File: src/rtl/pipeline_register_pkg.sv
// Shared defaults for the elastic pipeline register slice.
// Widths that depend on STAGES are derived inside the modules that use them.
package pipeline_register_pkg;
  localparam int DEFAULT_WIDTH  = 8;
  localparam int DEFAULT_STAGES = 2;
endpackage

File: src/rtl/pipeline_register_pipe_stage.sv
// One elastic stage: a valid/data register with a combinational ready chain.
// An empty stage is always ready, so bubbles collapse under downstream stall.
module pipe_stage
  import pipeline_register_pkg::*;
#(
  parameter int WIDTH = DEFAULT_WIDTH
) (
  input  logic             clk,
  input  logic             rst_n,
  input  logic             flush,
  input  logic             up_valid,
  input  logic [WIDTH-1:0] up_data,
  input  logic             down_ready,
  output logic             valid,
  output logic [WIDTH-1:0] data,
  output logic             ready
);

  assign ready = !valid || down_ready;

  // Flush drops the word but leaves the data register untouched.
  always_ff @(posedge clk or negedge rst_n) begin
    if (!rst_n) begin
      valid <= 1'b0;
      data  <= '0;
    end else if (flush) begin
      valid <= 1'b0;
    end else if (ready) begin
      valid <= up_valid;
      if (up_valid) data <= up_data;
    end
  end

endmodule

File: src/rtl/pipeline_register.sv
// Elastic pipeline of STAGES pipe_stage registers with flush and an occupancy count.
// Handshake: a word moves across a port only on an edge where valid and ready are both 1.
module pipeline_register
  import pipeline_register_pkg::*;
#(
  parameter int WIDTH  = DEFAULT_WIDTH,
  parameter int STAGES = DEFAULT_STAGES
) (
  input  logic                        clk,
  input  logic                        rst_n,
  input  logic [WIDTH-1:0]            in,
  input  logic                        in_valid,
  output logic                        in_ready,
  output logic [WIDTH-1:0]            out,
  output logic                        out_valid,
  input  logic                        out_ready,
  input  logic                        flush,
  output logic [$clog2(STAGES+1)-1:0] count
);

  localparam int CW = $clog2(STAGES + 1);

  logic [STAGES-1:0] valid_s;
  logic [STAGES:0]   ready_s;
  logic [WIDTH-1:0]  data_s [STAGES];
  logic              accept;
  logic              emit;
  logic [CW-1:0]     count_q;

  assign ready_s[STAGES] = out_ready;

  for (genvar k = 0; k < STAGES; k++) begin : g_stage
    logic             up_valid;
    logic [WIDTH-1:0] up_data;
    if (k == 0) begin : g_head
      assign up_valid = in_valid;
      assign up_data  = in;
    end else begin : g_body
      assign up_valid = valid_s[k-1];
      assign up_data  = data_s[k-1];
    end

    pipe_stage #(.WIDTH(WIDTH)) u_stage (
      .clk        (clk),
      .rst_n      (rst_n),
      .flush      (flush),
      .up_valid   (up_valid),
      .up_data    (up_data),
      .down_ready (ready_s[k+1]),
      .valid      (valid_s[k]),
      .data       (data_s[k]),
      .ready      (ready_s[k])
    );
  end

  assign in_ready  = ready_s[0] && !flush;
  assign out       = data_s[STAGES-1];
  assign out_valid = valid_s[STAGES-1];

  // Occupancy tracks the valid bits: +1 on accept, -1 on a completed emit.
  assign accept = in_valid && in_ready;
  assign emit   = out_valid && out_ready && !flush;

  always_ff @(posedge clk or negedge rst_n) begin
    if (!rst_n) begin
      count_q <= '0;
    end else if (flush) begin
      count_q <= '0;
    end else begin
      count_q <= count_q + CW'(accept) - CW'(emit);
    end
  end

  assign count = count_q;

endmodule
File: config.mk
export PLATFORM = sky130hd
export DESIGN_NAME = pipeline_register
export DESIGN_NICKNAME = d
export VERILOG_FILES = /design/src/rtl/pipeline_register_pkg.sv /design/src/rtl/pipeline_register_pipe_stage.sv /design/src/rtl/pipeline_register.sv
export SDC_FILE = /design/constraint.sdc
export NUM_CORES = 1
export LEC_CHECK = 0
export BUFFER_PORTS_ARGS = -buffer_cell sky130_fd_sc_hd__clkbuf_2
export CELL_PAD_IN_SITES_DETAIL_PLACEMENT = 0
export CELL_PAD_IN_SITES_GLOBAL_PLACEMENT = 1
export CORE_ASPECT_RATIO = 1.25
export CORE_MARGIN = 1
export CORE_UTILIZATION = 39
export CTS_BUF_LIST = sky130_fd_sc_hd__clkbuf_16
export CTS_CLUSTER_SIZE = 12
export DETAILED_ROUTE_END_ITERATION = 7
export PLACE_DENSITY_LB_ADDON = 0.1
export SYNTH_ARGS = -nofsm -noshare
export SYNTH_HDL_FRONTEND = slang
export SYNTH_SLANG_ARGS = --single-unit
File: constraint.sdc
create_clock -name clk -period 2.2 [get_ports clk]
set_input_delay 0.22 -clock clk [delete_from_list [all_inputs] [get_ports clk]]
set_output_delay 0.22 -clock clk [all_outputs]
set_load 0.05 [all_outputs]
# Word-level counts from Yosys, hierarchy flattened
# Cells that the tools add are included.
dict set report classes {
  add_sub_neg 2
  muxes 5
  bitwise_logic 1
  n_reduce_logical 13
}
# cell n
set op_table {}
lappend op_table {{AND reduction 3 bit} 2}
lappend op_table {{logical AND 1 bit} 4}
lappend op_table {{two-way mux 1 bit} 4}
lappend op_table {{nonzero test 2 bit} 2}
lappend op_table {{zero test 1 bit} 3}
lappend op_table {{adder 2 x 1 -> 2 bit} 1}
lappend op_table {{logical OR 1 bit} 2}
lappend op_table {{two-way mux 2 bit} 1}
lappend op_table {{subtractor 2 x 1 -> 2 bit} 1}
lappend op_table {{inverter 1 bit} 1}
dict set report totals {
  regBits 20
  in_bits 13
  out_inout_bits 12
  wordCells 26
}

# Longest topological paths before layout
# Gate-level depths: netlist (run 1).
dict set report depth {
  ltp_word 8
  mapped_depth 9
  ltp_nobuf 8
}

# By module
# Synthesis (run 1) repeated with hierarchy kept, for this count alone.
dict set report unflattened {
  hier_cells 56
  hier_area_um2 847.1
}
# module instances cells_each area_per_inst_um2 seq_area_each_um2
set by_module_without_submodules {}
lappend by_module_without_submodules {pipe_stage 2 22 359.1 225.2}
lappend by_module_without_submodules {pipeline_register 1 12 128.9 50.0}

# Worst setup path before layout (run 1)
# No wires, ideal clock.
dict set report synth_timing {
  kind {reg-to-reg}
  startpoint {register g_stage[1].u_stage.valid}
  endpoint {register count_q[1] (netlist: count[1])}
  setup_ns 0.120
  arrival_time_ns 2.134
  required_time_ns 2.080
  setup_slack_ns -0.054
  path_stages_with_launch 10
  path_buffers 1
  period_less_slack_ns 2.254
  cell_sequence {dfrtp_1 -> and3b_1 -> or3b_1 -> buf_6 -> ha_1 -> inv_1 -> ha_1 -> xor2_1 -> xnor2_1 -> nor2_1}
}
dict set report synth_via {
  elab_chain_len 8
  word_cells_on_any_way 10
  classes_between {2 x add/sub; 1 x mux; 7 x reduce/logical}
}
# item line
set synth_rtl {}
lappend synth_rtl {{start: declaration} pipeline_register_pipe_stage.sv:14} ;# output logic valid,
lappend synth_rtl {{start signal: assignment} pipeline_register_pipe_stage.sv:29} ;# valid <= up_valid;
lappend synth_rtl {{zero test 1 bit} pipeline_register_pipe_stage.sv:19} ;# assign ready = !valid || down_ready;
lappend synth_rtl {{logical OR 1 bit (2 in a row)} pipeline_register_pipe_stage.sv:19}
lappend synth_rtl {{logical AND 1 bit} pipeline_register.sv:56} ;# assign in_ready = ready_s[0] && !flush;
lappend synth_rtl {{logical AND 1 bit} pipeline_register.sv:61} ;# assign accept = in_valid && in_ready;
lappend synth_rtl {{adder 2 x 1 -> 2 bit} pipeline_register.sv:70} ;# count_q <= count_q + CW'(accept) - CW'(emit);
lappend synth_rtl {{subtractor 2 x 1 -> 2 bit *} pipeline_register.sv:70}
lappend synth_rtl {{two-way mux 2 bit *} pipeline_register.sv:67} ;# end else if (flush) begin
lappend synth_rtl {{end signal: assignment} pipeline_register.sv:70}
lappend synth_rtl {{end: declaration} pipeline_register.sv:28} ;# logic [CW-1:0] count_q;
# Mark *: on every way between the ends. The rest lies on a longest branch, timed or not.
# A chain may end at the register's enable or synchronous reset.

# Worst setup path in the final report (run 1)
# Ends and elaborated chain as after synthesis.

==> results of run 1 <==
-- final cells by class --
type                    count  area, um2
flip-flops and latches     20        502
inverters                   2       7.51
repair buffers             26        138
clock inverters             1       3.75
clock buffers               3       75.1
multi-input cells          32        318
well taps                  20       25.0
fillers                   181        936
-- metrics by stage --
step,hold WS [ns],utilization,instances,cell area [um2]
floorplan,-0.0756,-,55,838
global placement,0.203,0.489,99,980
detailed placement,0.203,0.489,99,980
CTS,0.204,0.533,104,1070
global route,0.200,0.533,104,1070
finish,0.205,0.533,104,1070
-- registers in the layout (all words and copies together) (netlist names) --
signal,cells
g_stage.u_stage.data,16
g_stage.u_stage.valid,2
count,2
-- critical path: stages, from the launching register on --
cell and delay (ns):
dfrtp_2 0.41, and3b_1 0.19, or3b_1 0.38, ha_1 0.29
inv_1 0.04, ha_1 0.17, xor2_1 0.15, xnor2_1 0.13
nor2_1 0.05
-- synthesized netlist by cell type --
cell	n
and3b_1	1
inv_1	2
nor2_1	5
buf_6	1
xnor2_1	1
nand2b_1	1
ha_1	2
or3b_1	1
dfrtp_1	20
a21oi_1	1
mux2_4	8
mux2_1	1
nand2_1	1
mux2_2	7
nand3b_1	1
nor2b_1	1
xor2_1	1
-- repair_timing --
action                                  CTS  global route
endpoints found under the hold margin    20             0
hold buffers                              1             0
endpoints found under the setup margin    0             0
-- worst max-delay path by stage --
stage	startpoint	to	slack (ns)	cells past startpoint
detailed placement	g_stage[1].u_stage.valid$_DFFE_PN0P_	count[1]$_DFF_PN0_	0.26	8
finish	g_stage[1].u_stage.valid$_DFFE_PN0P_	count[1]$_DFF_PN0_	0.27	8
floorplan	g_stage[1].u_stage.valid$_DFFE_PN0P_	count[1]$_DFF_PN0_	0.05	9
global route	g_stage[1].u_stage.valid$_DFFE_PN0P_	count[1]$_DFF_PN0_	0.18	8
CTS	g_stage[1].u_stage.valid$_DFFE_PN0P_	count[1]$_DFF_PN0_	0.26	8
global placement	g_stage[1].u_stage.valid$_DFFE_PN0P_	count[1]$_DFF_PN0_	0.29	8
-- layer usage --
layer,up-vias,global-route usage,wire (um)
met3,2,0.0369,70
met5,-,0,0
li1,244,-,-
met1,240,0.153,613
met2,18,0.177,571
met4,0,0.0625,12
-- cell families (layout without fill, tap and decap cells) --
family,Yosys count,count (layout),share of synthesized area
flip-flops,20,20,0.598
multiplexers,16,16,0.251
AO/OA/AOI/OAI,1,1,0.00597
adder cells (fa/ha/maj),2,2,0.0299
buffers and inverters,3,32,0.0224
XOR/XNOR,2,2,0.0209
AND/OR/NAND/NOR,11,11,0.0718
-- power breakdown --
| group | switching (mW) | internal [mW] |
|---|---|---|
| Combinational | 0.243 | 0.116 |
| Clock | 0.111 | 0.241 |
| Sequential | 0.0343 | 0.442 |
==> metrics.cfg, run 1 <==
[sta]
maxSlewViolCount = 0
rsz0062_at_grt = false
hold_viol = 0
setup_viol = 0
setup_tns_ns = 0
relSlewSlack = 0.680
fin_crit_sh = 0.877
tightest_slew_ns = 0.479
max_freq_ghz = 0.519
fin_ws_ns = 0.272
fin_crit_ns = 1.93
finalClockSkew_ns = 0.00277

[setup_path]
cp_data_arrival_time_ns = 2.06
r2r_cells = 8
required_ns = 2.33
path_max_fanout = 4
reg2reg_to = count[1]$_DFF_PN0_
cp-end-kind = flop
criticalPathCategory = reg2reg
r2r-start = g_stage[1].u_stage.valid$_DFFE_PN0P_
worst_setup_path_start_kind = flop
r2r_slack_ns = 0.27

[cells_and_area]
n_antenna_cell = 0
layout-drive-gt1-share = 0.524
final_common_cell = clkbuf_2
num-nets-final = 100
area_growth_pct = 27.7
mostFrequentLayoutCells = clkbuf_2, dfrtp_1, mux2_4, mux2_2, nor2_1

[global_routing]
antenna_found_initial = 0
globalRouteTotalUtil = 0.118
grt_overflow_total = 0
grt_max_degree = 21
grt_pass1_wl_mm = 1.92
grt_pass1_vias = 457

[cts]
clock_latency_ns = 0.24
tritoncts = done
clock-sinks = 20
root_buffer = clkbuf_16
postCtsSetupRepairBufs = 0
cts_buffer_depth = 2
cts.clk_slew.worst_paths_ns = 0.05
numCtsBuffers = 3
cts_htree_levels = 1
cts_resized = 0

[logic_synthesis]
synth_top_cell_area_share = 0.598
syn-cell-area_um2 = 837
synth_area_leader_cell = dfrtp_1
ys_seq_area_frac = 0.598
netlist_instances = 55
ys_top_cells_by_area = dfrtp_1, mux2_4, mux2_2, ha_1, nor2_1
ys_warn_count = 0
syn-num-nets = 70
avgSynthCellArea_um2 = 15.2
yosysUniqueCellTypes = 17
ys_seq_elements = 20

[floorplanning]
dieArea_um2 = 2340
chipHeight_um = 53.8
start_util = 0.418
dieWidth_um = 43.4
pin_count = 25
rows = 18
coreArea_um2 = 2000

[power_and_ir_drop]
p_leak_nw = 0.566
p_total_mw = 1.19
powerDensity_nw_per_um2 = 1110
irDropWorstVdd_uv = 508

[outcome]
violations = DRC
outcome = finished, violations left

[detailed_routing]
wl_per_cell_um = 12.2
vias_per_cell = 4.85
drc = 6
drtIter0Drc = 11
drt-pass1-iter-count = 6
antenna_left = 0
vias = 504
routed_wl_mm = 1.27

[min_path]
holdPathStages = 2
min_from = in[6]
hp-class = in2reg
whs_endpoint = g_stage[0].u_stage.data[6]$_DFFE_PN0P_

[place]
dp_hpwl_um = 925
gp_congestion = 0.653
pre_cts_ws_ns = 0.259
port_buffers = 24

[run]
maxCapViolations = 0

Power figures use the tool's default switching activity.
==> inputs of run 2 (changes only) <==
--- a/config.mk
+++ b/config.mk
@@ -9,12 +9,14 @@
 export CELL_PAD_IN_SITES_DETAIL_PLACEMENT = 0
 export CELL_PAD_IN_SITES_GLOBAL_PLACEMENT = 1
 export CORE_ASPECT_RATIO = 1.25
-export CORE_MARGIN = 1
+export CORE_MARGIN = 1.5
 export CORE_UTILIZATION = 39
 export CTS_BUF_LIST = sky130_fd_sc_hd__clkbuf_16
 export CTS_CLUSTER_SIZE = 12
 export DETAILED_ROUTE_END_ITERATION = 7
 export PLACE_DENSITY_LB_ADDON = 0.1
+export SKIP_CTS_REPAIR_TIMING = 1
 export SYNTH_ARGS = -nofsm -noshare
 export SYNTH_HDL_FRONTEND = slang
+export SYNTH_HIERARCHICAL = 1
 export SYNTH_SLANG_ARGS = --single-unit
==> metrics.cfg, run 2 <==
[sta]
setup_tns_ns = 0  ; unchanged
relSlewSlack = 0.675  ; -0.00525
rsz0062_at_grt = false
max_freq_ghz = 0.560  ; +8.1%
fin_crit_sh = 0.811  ; -0.0655
tightest_slew_ns = 0.487  ; +0.00735 ns
setup_viol = 0  ; unchanged
fin_crit_ns = 1.78  ; -0.144 ns
hold_viol = 0  ; unchanged
maxSlewViolCount = 0  ; unchanged
fin_ws_ns = 0.416  ; +0.144 ns
finalClockSkew_ns = 0.00130  ; -0.00148 ns

[place]
dp_hpwl_um = 996  ; +7.6%
gp_congestion = 0.745  ; +14%
placed_cell_area_um2 = 1000  ; +2.0%
pre_cts_ws_ns = 0.409  ; +0.150 ns
port_buffers = 24  ; unchanged

[setup_path]
r2r_slack_ns = 0.42  ; +0.14 ns
cp-end-kind = flop
worst_setup_path_start_kind = flop
r2r_cells = 11  ; +3
cpMaxStageDelayCell = dfrtp_1
required_ns = 2.38  ; +0.05 ns
cp_data_arrival_time_ns = 1.96  ; -0.10 ns
reg2reg_to = count[1]$_DFF_PN0_
r2r-start = g_stage[1].u_stage/valid$_DFFE_PN0P_
criticalPathCategory = reg2reg
slowest_delay_ns = 0.35  ; -0.06 ns
path_max_fanout = 3  ; -1
path_cells = nor2b_4, inv_1, nor2b_4, inv_1, nor2b_4, nand2_1, ha_1, inv_1, ha_1, xnor3_1, nor2_1

[detailed_routing]
vias = 519  ; +3.0%
drtIter0Drc = 4  ; -7
drt-pass1-iter-count = 5  ; -1
routed_wl_mm = 1.35  ; +6.5%
wl_per_cell_um = 12.8  ; +5.5%
vias_per_cell = 4.94  ; +2.0%
antenna_left = 0  ; unchanged
drc = 1  ; -5

[global_routing]
globalRouteTotalUtil = 0.133  ; +0.0147
grtUsageMet1 = 0.152  ; -0.00107
grt_pass1_vias = 524  ; +15%
grt_overflow_total = 0  ; unchanged
met3_usage = 0.0292  ; -0.00769
busiest_layer = met2
antenna_found_initial = 0  ; unchanged
grt_pass1_wl_mm = 2.22  ; +16%
use_met2 = 0.213  ; +0.0358
grt_max_degree = 21  ; unchanged

[logic_synthesis]
synth.most_common_cell = dfrtp_1
async_flop_share = 1.00  ; unchanged
synthAdderAreaFrac = 0.0295  ; -0.000353
yosysUniqueCellTypes = 10  ; -7
netlist_instances = 56  ; +1.8%
muxShareOfSynthArea = 0.213  ; -0.0384
synth-compound-area-share = 0  ; -0.00598
avgSynthCellArea_um2 = 15.1  ; -0.61%
ys_seq_area_frac = 0.591  ; -0.00707
synth_top_cell_area_share = 0.591  ; -0.00707
ys.flop_type = dfrtp_1
synth_top_family_by_area = multiplexers
synth-xor-area-share = 0.0266  ; +0.00566
syn-num-nets = 71  ; +1.4%
yosys.area_share.simple = 0.127  ; +0.0553
ys_warn_count = 6  ; +6
ys_seq_elements = 20  ; unchanged
syn-cell-area_um2 = 847  ; +1.2%
synth-edff-count = 0  ; unchanged
yosys-top-cells-count = dfrtp_1, mux2_2, nor2_1
synth_area_leader_cell = dfrtp_1
ys_top_cells_by_area = dfrtp_1, mux2_2, nor3b_4, nor2b_4, ha_1

[cells_and_area]
mostFrequentLayoutCells = clkbuf_2, dfrtp_1, mux2_2, nor2_1
n_antenna_cell = 0  ; unchanged
num-nets-final = 101  ; +1.0%
final_area_um2 = 1090  ; +1.9%
final_common_cell = clkbuf_2
max_flop_register = g_stage.u_stage/data
largest_register_ffs = 16  ; unchanged
final.fill_count = 176  ; -2.8%
area_growth_pct = 28.5
layout-drive-gt1-share = 0.565  ; +0.0409

[cts]
clock-sinks = 20  ; unchanged
cts_htree_levels = 1  ; unchanged
tritoncts = done
numCtsBuffers = 3  ; unchanged
root_buffer = clkbuf_16
cts.clk_slew.worst_paths_ns = 0.05  ; about the same
cts_buffer_depth = 2  ; unchanged
clock_latency_ns = 0.25  ; about the same

[min_path]
min_from = in[5]
holdPathStages = 2  ; unchanged
hp-class = in2reg
whs_endpoint = g_stage[0].u_stage/data[5]$_DFFE_PN0P_

[outcome]
outcome = finished, violations left
violations = DRC

[floorplanning]
pin_count = 25  ; unchanged
dieArea_um2 = 2460  ; +5.4%
start_util = 0.423  ; +0.00499
dieWidth_um = 44.7  ; +2.9%
chipHeight_um = 55.1  ; +2.4%
rows = 18  ; unchanged
coreArea_um2 = 2000  ; unchanged

[power_and_ir_drop]
p_leak_nw = 0.527  ; -6.7%
irDropWorstVdd_uv = 833  ; +64%
powerDensity_nw_per_um2 = 1090  ; -1.7%

[run]
maxCapViolations = 0  ; unchanged

[run 2: cell types whose count changed in the layout (fill, tap and decap cells not counted), moves of 2 or more]
| cell | delta |
|---|---|
| mux2_2 | +9 |
| mux2_4 | -8 |
| nor2b_4 | +3 |
| nor3b_4 | +2 |
[run 2: cell families (layout without fill, tap and decap cells)]
| family | count (synthesis) | count (layout) |
|---|---|---|
| muxes | 16 | 16 |
| adders and majority gates | 2 | 2 |
| buffers and inverters | 3 | 32 |
| xor gates and xnor gates | 1 | 1 |
| DFF | 20 | 20 |
| and+or+nand+nor | 14 | 14 |
[run 2: cell type report]
class / instances / area (um2) / share of cell area
inverter: 3 / 11.3 / 0.0103
clock inverter: 1 / 3.75 / 0.00345
clock buffer: 3 / 75.1 / 0.0690
tap: 20 / 25.0 / 0.0230
timing repair buffer: 25 / 130 / 0.120
multi-input combinational: 33 / 343 / 0.315
sequential: 20 / 500 / 0.460
[run 2: worst max-delay path by stage]
stage                                                     from                 end  slack, ns  cells past startpoint
after CTS                 g_stage[1].u_stage/valid$_DFFE_PN0P_  count[1]$_DFF_PN0_       0.40                     11
final                     g_stage[1].u_stage/valid$_DFFE_PN0P_  count[1]$_DFF_PN0_       0.42                     11
after global routing      g_stage[1].u_stage/valid$_DFFE_PN0P_  count[1]$_DFF_PN0_       0.23                     11
after global placement    g_stage[1].u_stage/valid$_DFFE_PN0P_  count[1]$_DFF_PN0_       0.42                     11
after floorplan           g_stage[1].u_stage/valid$_DFFE_PN0P_  count[1]$_DFF_PN0_       0.03                     11
after detailed placement  g_stage[1].u_stage/valid$_DFFE_PN0P_  count[1]$_DFF_PN0_       0.41                     11
[run 2: through the flow]
step                      utilization  power (mW)  std cells  hold slack [ns]
after global routing            0.543        1.25        105            0.204
final                           0.543        1.19        105            0.199
after floorplan                     -       0.742         56          -0.0756
after global placement          0.499       0.827        100            0.209
after detailed placement        0.499       0.833        100            0.209
after CTS                       0.538        1.21        104          -0.0565
[run 2: critical path, delay by kind of cell, from the launching register on]
family	cells	cell delay [ns]
adder cells (fa/ha/maj)	2	0.35
flip-flops	1	0.35
XOR/XNOR	1	0.20
buffers and inverters	3	0.19
AND/OR/NAND/NOR	5	0.62
[run 2: where the power goes]
group          internal (mW)  leakage, nW  switching [mW]
clock network          0.242       0.0385           0.123
logic                  0.108        0.246           0.240
registers              0.441        0.242          0.0353
[run 2: metal layers]
layer	part of all wire	vias to the layer above
met1	0.43	251
met5	0	-
met3	0.055	5
met4	0.027	0
li1	-	245
met2	0.48	18
==> inputs of run 3 (changes only) <==
==> constraint.sdc (replaced) <==
create_clock -name clk -period 1.81 [get_ports clk]
set_input_delay 0.181 -clock clk [delete_from_list [all_inputs] [get_ports clk]]
set_output_delay 0.181 -clock clk [all_outputs]
set_load 0.05 [all_outputs]
==> metrics.cfg, run 3 (same netlist as run 2, synthesis figures left out) <==
[outcome]
outcome = finished, violations left
violations = DRC

[place]
dp_cells = 103  ; +3.0%
pre_cts_ws_ns = 0.0213  ; -0.388 ns
gp_congestion = 0.672  ; -9.7%
dp_hpwl_mm = 1.05  ; +5.5%
port_buffers = 24  ; unchanged

[detailed_routing]
routed_wl_mm = 1.41  ; +4.4%
vias = 531  ; +2.3%
vias_per_cell = 4.87  ; -1.4%
drtIter0Drc = 5  ; +1
wl_per_cell_um = 12.9  ; +0.61%
drc = 3  ; +2
drt-pass1-iter-count = 5  ; unchanged
antenna_left = 0  ; unchanged

[sta]
hold_viol = 0  ; unchanged
maxSlewViolCount = 0  ; unchanged
tightest_slew_ns = 0.492  ; +0.00545 ns
setup_viol = 0  ; unchanged
rsz0062_at_grt = true
finalClockSkew_ns = 0.00106  ; -0.000237 ns
relSlewSlack = 0.672  ; -0.00329
fin_crit_sh = 0.958  ; +0.147
fin_crit_ns = 1.73  ; -0.0504 ns
fin_ws_ns = 0.0762  ; -0.340 ns
max_freq_ghz = 0.577  ; +2.9%

[cts]
clock-sinks = 20  ; unchanged
numCtsBuffers = 3  ; unchanged
cts_buffer_depth = 2  ; unchanged
clock_latency_ns = 0.25  ; about the same
tritoncts = done
root_buffer = clkbuf_16
cts.clk_slew.worst_paths_ns = 0.05  ; about the same
cts_htree_levels = 1  ; unchanged

[power_and_ir_drop]
p_sw_mw = 0.485  ; +22%
p_seq_frac = 0.398  ; -0.002
irDropWorstVdd_uv = 730  ; -12%
comb_power_share = 0.296  ; +0.003
p_int_mw = 0.965  ; +22%
powerDensity_nw_per_um2 = 1290  ; +19%
p_clk_frac = 0.306  ; about the same
switching_share = 0.334  ; -0.00123
p_leak_nw = 0.547  ; +3.7%

[cells_and_area]
final.fill_count = 169  ; -4.0%
layout-drive-gt1-share = 0.607  ; +0.0420
largest_register_ffs = 16  ; unchanged
final_util = 0.559  ; +0.0156
num-nets-final = 105  ; +4.0%
final_common_cell = clkbuf_2
regArea_um2 = 502  ; +0.25%
mostFrequentLayoutCells = clkbuf_2, dfrtp_1, mux2_2, nor2_1, buf_4
finalNonFillerCells = 109  ; +3.8%
n_antenna_cell = 0  ; unchanged
area_growth_pct = 32.2
multi_input_area_um2 = 343  ; unchanged
max_flop_register = g_stage.u_stage/data

[global_routing]
grt_overflow_total = 0  ; unchanged
globalRouteTotalUtil = 0.132  ; -0.000600
antenna_found_initial = 0  ; unchanged
grt_max_degree = 21  ; unchanged
grt_pass1_wl_mm = 2.24  ; +0.95%
grt_pass1_vias = 537  ; +2.5%

[setup_path]
path_max_fanout = 3  ; unchanged
r2r_cells = 11  ; unchanged
required_ns = 1.99  ; -0.39 ns
worst_setup_path_start_kind = flop
reg2reg_to = count[1]$_DFF_PN0_
r2r-start = g_stage[1].u_stage/valid$_DFFE_PN0P_
cp-end-kind = flop
crit_end = count[1]$_DFF_PN0_
cp-startpoint = g_stage[1].u_stage/valid$_DFFE_PN0P_
cp_data_arrival_time_ns = 1.91  ; -0.05 ns
criticalPathCategory = reg2reg
r2r_slack_ns = 0.08  ; -0.34 ns

[floorplanning]
chipHeight_um = 55.1  ; unchanged
rows = 18  ; unchanged
coreArea_um2 = 2000  ; unchanged
dieArea_um2 = 2460  ; unchanged
start_util = 0.423  ; unchanged
dieWidth_um = 44.7  ; unchanged
pin_count = 25  ; unchanged

[min_path]
hp-class = in2reg
min_from = in[1]

[run]
maxCapViolations = 0  ; unchanged

## run 3: cell count changes in the layout (fill, tap and decap cells not counted), sizes merged
cell  change
buf       +4
## run 3: worst min-delay path by stage
stage,cells after the start,to,slack [ns]
floorplan,0,count[0]$_DFF_PN0_,-0.11
global placement,1,g_stage[1].u_stage/data[5]$_DFFE_PN0P_,0.17
detailed placement,1,g_stage[0].u_stage/data[5]$_DFFE_PN0P_,0.17
CTS,1,g_stage[0].u_stage/data[5]$_DFFE_PN0P_,-0.09
global route,2,g_stage[0].u_stage/data[1]$_DFFE_PN0P_,0.16
finish,2,g_stage[0].u_stage/data[1]$_DFFE_PN0P_,0.16
## run 3: metrics by stage
stage	total power, mW	TNS [ns]	hold slack (ns)	area, um2
finish	1.45	0	0.160	1120
global route	1.52	-0.0364	0.158	1120
CTS	1.47	0	-0.0947	1100
detailed placement	1.02	0	0.171	1020
global placement	1.01	0	0.168	1020
floorplan	0.902	-0.449	-0.115	856
## run 3: final cells by class
| class | instances | share of cell area |
|---|---|---|
| Inverter | 3 | 0.0101 |
| Multi-Input combinational cell | 33 | 0.306 |
| Timing Repair Buffer | 29 | 0.143 |
| Sequential cell | 20 | 0.448 |
| Tap cell | 20 | 0.0223 |
| Clock inverter | 1 | 0.00335 |
| Clock buffer | 3 | 0.0670 |
## run 3: layer usage
metal | vias up | share of wire | routed length (um) | track usage
met4 | 0 | 0.0043 | 6 | 0.0758
met5 | - | 0 | 0 | 0
met1 | 263 | 0.45 | 632 | 0.146
met3 | 2 | 0.044 | 62 | 0.0325
met2 | 13 | 0.50 | 708 | 0.229
li1 | 253 | - | - | -
## run 3: worst max-delay path: stages, from the launching register on
cell and delay (ns):
dfrtp_2 0.36, nor2b_4 0.16, inv_2 0.05, nor2b_4 0.14
inv_1 0.05, nor2b_4 0.12, nand2_1 0.06, ha_1 0.21
inv_1 0.06, ha_1 0.15, xnor3_1 0.21, nor2_1 0.09
## run 3: power by group through the flow
| stage | clock (mW) | combinational, mW | sequential (mW) |
|---|---|---|---|
| 2_1_floorplan | 0 | 0.110 | 0.792 |
| 3_3_place_gp | 0 | 0.427 | 0.583 |
| 3_5_place_dp | 0 | 0.431 | 0.588 |
| 4_1_cts | 0.457 | 0.432 | 0.580 |
| 5_1_grt | 0.477 | 0.454 | 0.590 |
| 6_report | 0.444 | 0.429 | 0.577 |
